File: config.mk
export PLATFORM = sky130hd
export DESIGN_NAME = ahb_lite_master
export DESIGN_NICKNAME = d
export VERILOG_FILES = /design/src/rtl/ahb_lite_master.sv
export SDC_FILE = /design/constraint.sdc
export NUM_CORES = 1
export LEC_CHECK = 0
export BUFFER_PORTS_ARGS = -buffer_cell sky130_fd_sc_hd__buf_2
export CAP_MARGIN = 20
export CORE_MARGIN = 2
export CORE_UTILIZATION = 48
export CTS_CLUSTER_SIZE = 14
export DETAILED_ROUTE_END_ITERATION = 8
export GPL_TIMING_DRIVEN = 0
export PLACE_DENSITY = 0.8
export SETUP_SLACK_MARGIN = 0.2
export SYNTH_ARGS = -nofsm -noshare
export SYNTH_HDL_FRONTEND = slang
export SYNTH_SLANG_ARGS = --single-unit
File: constraint.sdc
create_clock -name hclk -period 4.2 [get_ports hclk]
set_input_delay 0 -clock hclk [delete_from_list [all_inputs] [get_ports hclk]]
set_output_delay 0 -clock hclk [all_outputs]
set_load 0.05 [all_outputs]
File: src/rtl/ahb_lite_master.sv
`default_nettype none
// ---------------------------------------------------------------------------
// ahb_lite_master : valid/ready command to single AHB-Lite transfers
// Rev 1.0
// ---------------------------------------------------------------------------
module ahb_lite_master #(
  parameter int ADDR_WIDTH = 32,
  parameter int DATA_WIDTH = 32
) (
  input  logic                  hclk,
  input  logic                  hreset,
  input  logic                  cmd_valid,
  output logic                  cmd_ready,
  input  logic                  cmd_write,
  input  logic [ADDR_WIDTH-1:0] cmd_addr,
  input  logic [2:0]            cmd_size,
  input  logic [DATA_WIDTH-1:0] cmd_wdata,
  output logic                  rsp_valid,
  output logic [DATA_WIDTH-1:0] rsp_rdata,
  output logic                  rsp_err,
  output logic [ADDR_WIDTH-1:0] haddr,
  output logic [2:0]            hburst,
  output logic [2:0]            hsize,
  output logic [1:0]            htrans,
  output logic [DATA_WIDTH-1:0] hwdata,
  output logic                  hwrite,
  input  logic [DATA_WIDTH-1:0] hrdata,
  input  logic                  hready,
  input  logic                  hresp
);

  localparam int MAX_SIZE = $clog2(DATA_WIDTH / 8);

  localparam logic [1:0] S_IDLE    = 2'd0;
  localparam logic [1:0] S_ADDR    = 2'd1;
  localparam logic [1:0] S_DATA    = 2'd2;
  localparam logic [1:0] S_ILLEGAL = 2'd3;

  localparam logic [1:0] HTRANS_IDLE   = 2'b00;
  localparam logic [1:0] HTRANS_NONSEQ = 2'b10;

  logic [1:0]            state;
  logic [1:0]            state_next;
  logic [DATA_WIDTH-1:0] wdata_lat;
  logic [ADDR_WIDTH-1:0] align_mask;
  logic                  cmd_illegal;
  logic                  load_addr;
  logic                  load_wdata;
  logic                  finish_xfer;
  logic                  finish_illegal;

  // Only SINGLE bursts are ever issued.
  assign hburst = 3'b000;

  // Low address bits that must be zero for a naturally aligned transfer.
  assign align_mask  = ~({ADDR_WIDTH{1'b1}} << cmd_size);
  assign cmd_illegal = (cmd_size > 3'(MAX_SIZE)) || ((cmd_addr & align_mask) != '0);

  always_ff @(posedge hclk or posedge hreset) begin
    if (hreset) begin
      state <= S_IDLE;
    end else begin
      state <= state_next;
    end
  end

  always_comb begin
    state_next = state;
    case (state)
      S_IDLE:  if (cmd_valid) state_next = cmd_illegal ? S_ILLEGAL : S_ADDR;
      S_ADDR:  if (hready)    state_next = S_DATA;
      S_DATA:  if (hready)    state_next = S_IDLE;
      default:                state_next = S_IDLE;
    endcase
  end

  always_comb begin
    cmd_ready      = 1'b0;
    load_addr      = 1'b0;
    load_wdata     = 1'b0;
    finish_xfer    = 1'b0;
    finish_illegal = 1'b0;
    case (state)
      S_IDLE: begin
        cmd_ready = 1'b1;
        load_addr = cmd_valid & ~cmd_illegal;
      end
      S_ADDR:  load_wdata     = hready;
      S_DATA:  finish_xfer    = hready;
      default: finish_illegal = 1'b1;
    endcase
  end

  always_ff @(posedge hclk or posedge hreset) begin
    if (hreset) begin
      htrans    <= HTRANS_IDLE;
      haddr     <= '0;
      hsize     <= 3'd0;
      hwrite    <= 1'b0;
      hwdata    <= '0;
      wdata_lat <= '0;
      rsp_valid <= 1'b0;
      rsp_rdata <= '0;
      rsp_err   <= 1'b0;
    end else begin
      rsp_valid <= finish_xfer | finish_illegal;
      if (load_addr) begin
        htrans    <= HTRANS_NONSEQ;
        haddr     <= cmd_addr;
        hsize     <= cmd_size;
        hwrite    <= cmd_write;
        wdata_lat <= cmd_wdata;
      end
      // Write data enters the bus as the address phase completes; reads leave hwdata untouched.
      if (load_wdata) begin
        htrans <= HTRANS_IDLE;
        if (hwrite) hwdata <= wdata_lat;
      end
      if (finish_xfer) begin
        rsp_err   <= hresp;
        rsp_rdata <= (!hwrite && !hresp) ? hrdata : '0;
      end
      if (finish_illegal) begin
        rsp_err   <= 1'b1;
        rsp_rdata <= '0;
      end
    end
  end

endmodule
`default_nettype wire

==> impl_metrics.ini <==
[route]
wirelength_um = 13730
ant_nets = 0
firstDrtPassIters = 4
drc = 0
wire_per_inst_um = 17.12
drt_iter0_drc = 134
via_count = 3961
viasPerCell = 4.939

[power_and_ir_drop]
clkPwrFrac = 0.233
p_sw_w = 0.002987
power_density_mw_per_mm2 = 846.5
ir_drop_v = 0.0005747
leakage_nw = 4.197
p_int_w = 0.003890
netSwitchingFraction = 0.4344
seq_power_share = 0.322
design_power_total_w = 0.006877
p_comb_frac = 0.445

[critical_path]
critical_path_class = reg -> reg
cp_data_required_time_ns = 4.65
cp_slowest_cell = dlygate4sd3_1
crit_path_cell_trace = buf_2 -> nand2_1 -> nor4_2 -> a22o_1 -> dlygate4sd3_1
r2r_end = rsp_rdata[29]
arrival_ns = 2.36
crit_path_end_kind = flop
cp-start-kind = flop
cpLargestDelayFamily = buffers and inverters
r2r-start = state[1]
reg2regPathDepth = 5
path_max_fanout = 9
cpPeakStageDelay_ns = 0.57
critPathBufInv = 2
crit_cells = 5
rrSetupSlack_ns = 2.29

[yosys]
synth_top_flop_cell = dfrtp_1
syn-mean-instance-area_um2 = 16.39
synth_seq_cells = 137
ys.warnings.count = 0
yosysTopAreaCell = dfrtp_1
synth-seq-area-share = 0.6662
ys_types = 25
netlist_instances = 314
ys_top_cells_by_area = dfrtp_1, mux2_2, a22o_1, mux2_4, buf_2
synth_edf_count = 0
ys_async_sr_fraction = 1.000
synth_top_area_frac = 0.6662
syn-cell-area_mm2 = 0.005146

[timing]
hold_viol = 0
fin_skew_ns = 0.007556
fin_crit_sh = 0.4554
final_max_slew_viol_count = 0
worst_pin_slew_ns = 0.5914
slew_headroom = 0.6057
fin_ws_ns = 2.287
finalSetupViolations = 0
rsz0062_at_grt = false
layout_min_cycle_time_ns = 1.913
fmax_mhz = 522.8

[layout]
area_growth_pct = 57.87
layout.cells.non_filler = 802
fill_cells = 595
antenna_cells = 0
multi_input_area_mm2 = 0.001587
fin_area_mm2 = 0.008124
regArea_mm2 = 0.003428
nNetsFinal = 758
drive_above_1_share = 0.5435

[die]
die_height_um = 107.5
start_util = 0.4963
die_area_mm2 = 0.01157
rows = 37
core-area_mm2 = 0.01037
die_x_um = 107.5
ios = 213

[grt]
grt.overflow.total = 0
grt_max_degree = 73
grt_use_total = 0.2495
grt_pass1_vias = 4452
antenna_found_initial = 0
grt_pass1_wl_um = 22020

[placed_design]
port_buffers = 208
pre_cts_ws_ns = 2.474
hpwl_um = 8044
placed_cell_area_mm2 = 0.006401
finalWeightedCongestion = 0.7834
dp_cells = 662

[cts]
cts_tree = built
clk_pin_slew_ns = 0.06
htree_levels = 4
cts_root_buffer = clkbuf_8
numCtsBuffers = 17
clk_latency_ns = 0.51
cts_sinks = 137
ctsResizeCount = 0
cts.path.max_buffers = 2

[run_status]
status = complete, no violations

[min_path]
min_path_type = in -> async

[flow_run]
drv_cap = 0
placed cells by master, fill, tap and decap left out, types with 4 or more instances in the layout:
cell	instances
a22o_1	32
buf_2	220
buf_4	4
bufinv_16	5
clkbuf_1	4
clkbuf_16	16
conb_1	4
dfrtp_1	137
dlygate4sd3_1	108
mux2_2	91
mux2_4	8
kinds of logic after synthesis:
kind of cell           count (synthesis)  synth area share
AO/OA/AOI/OAI                         41           0.06735
buffers and inverters                 24           0.02772
flip-flops                           137            0.6662
multiplexers                          99            0.2225
other                                  1         0.0007287
AND/OR/NAND/NOR                       12           0.01556
per-stage QoR:
stage | utilization | hold WS, ns | TNS (ns)
floorplan | - | 0.1327 | 0
global placement | 0.6141 | 0.2169 | -99.99
detailed placement | 0.6173 | 0.1207 | 0
CTS | 0.7834 | 0.1175 | 0
global route | 0.7834 | 0.1622 | 0
finish | 0.7834 | 0.1079 | 0
metal layers:
layer	routed length (um)	share of wire	GRT usage
met1	5312	0.39	0.2834
met2	7251	0.53	0.4394
met3	784	0.057	0.06416
met4	386	0.028	0.1145
met5	0	0	0
cells in the mapped netlist, drive strengths merged (2+ instances only):
cell and number:
nor2 2, buf 19, mux2 99, nand2 3, o21ai 2, clkbuf 3
dfrtp 137, nor3 2, a22o 32, nand2b 2, o22a 2, inv 2
a21oi 2
power by group through the flow:
stage                     logic (W)  registers [W]  clock network [W]
after floorplan            0.000750        0.00368                  0
final                       0.00306        0.00221            0.00160
after CTS                   0.00304        0.00220            0.00162
after global placement      0.00289        0.00218                  0
after detailed placement    0.00294        0.00221                  0
after global routing        0.00319        0.00228            0.00170
final cells by class:
| class | count | area share |
|---|---|---|
| sequential | 137 | 0.4220 |
| timing repair buffer | 317 | 0.2646 |
| multi-input combinational | 156 | 0.1953 |
| clock buffer | 20 | 0.05483 |
| clock inverter | 12 | 0.02418 |
| tap | 136 | 0.02095 |
| buffer | 22 | 0.01663 |
| inverter | 2 | 0.001540 |
worst max path at each step:
stage	endpoint	start	slack, ns
after global placement	hwdata[24]	hreset	-0.74
after global routing	rsp_rdata[29]	state[1]	2.11
after detailed placement	wdata_lat[15]	state[1]	2.47
after CTS	rsp_rdata[28]	state[1]	2.32
after floorplan	haddr[0]	hreset	0.53
final	rsp_rdata[29]	state[1]	2.29
worst min-delay path, delay by kind of cell:
kind / cells / cell delay, ns
buffers and inverters: 3 / 1.08
timing repair:
action	in CTS	in global routing
buffers inserted	0	0
endpoints found under the hold margin	168	0
hold buffers	108	0
setup endpoints to repair	0	0
sequential cells by signal (all words and copies together) (netlist names), 2 cells and up:
name,count
haddr,32
hsize,3
hwdata,32
rsp_rdata,32
state,2
wdata_lat,32
(Power assumes the default switching activity.)
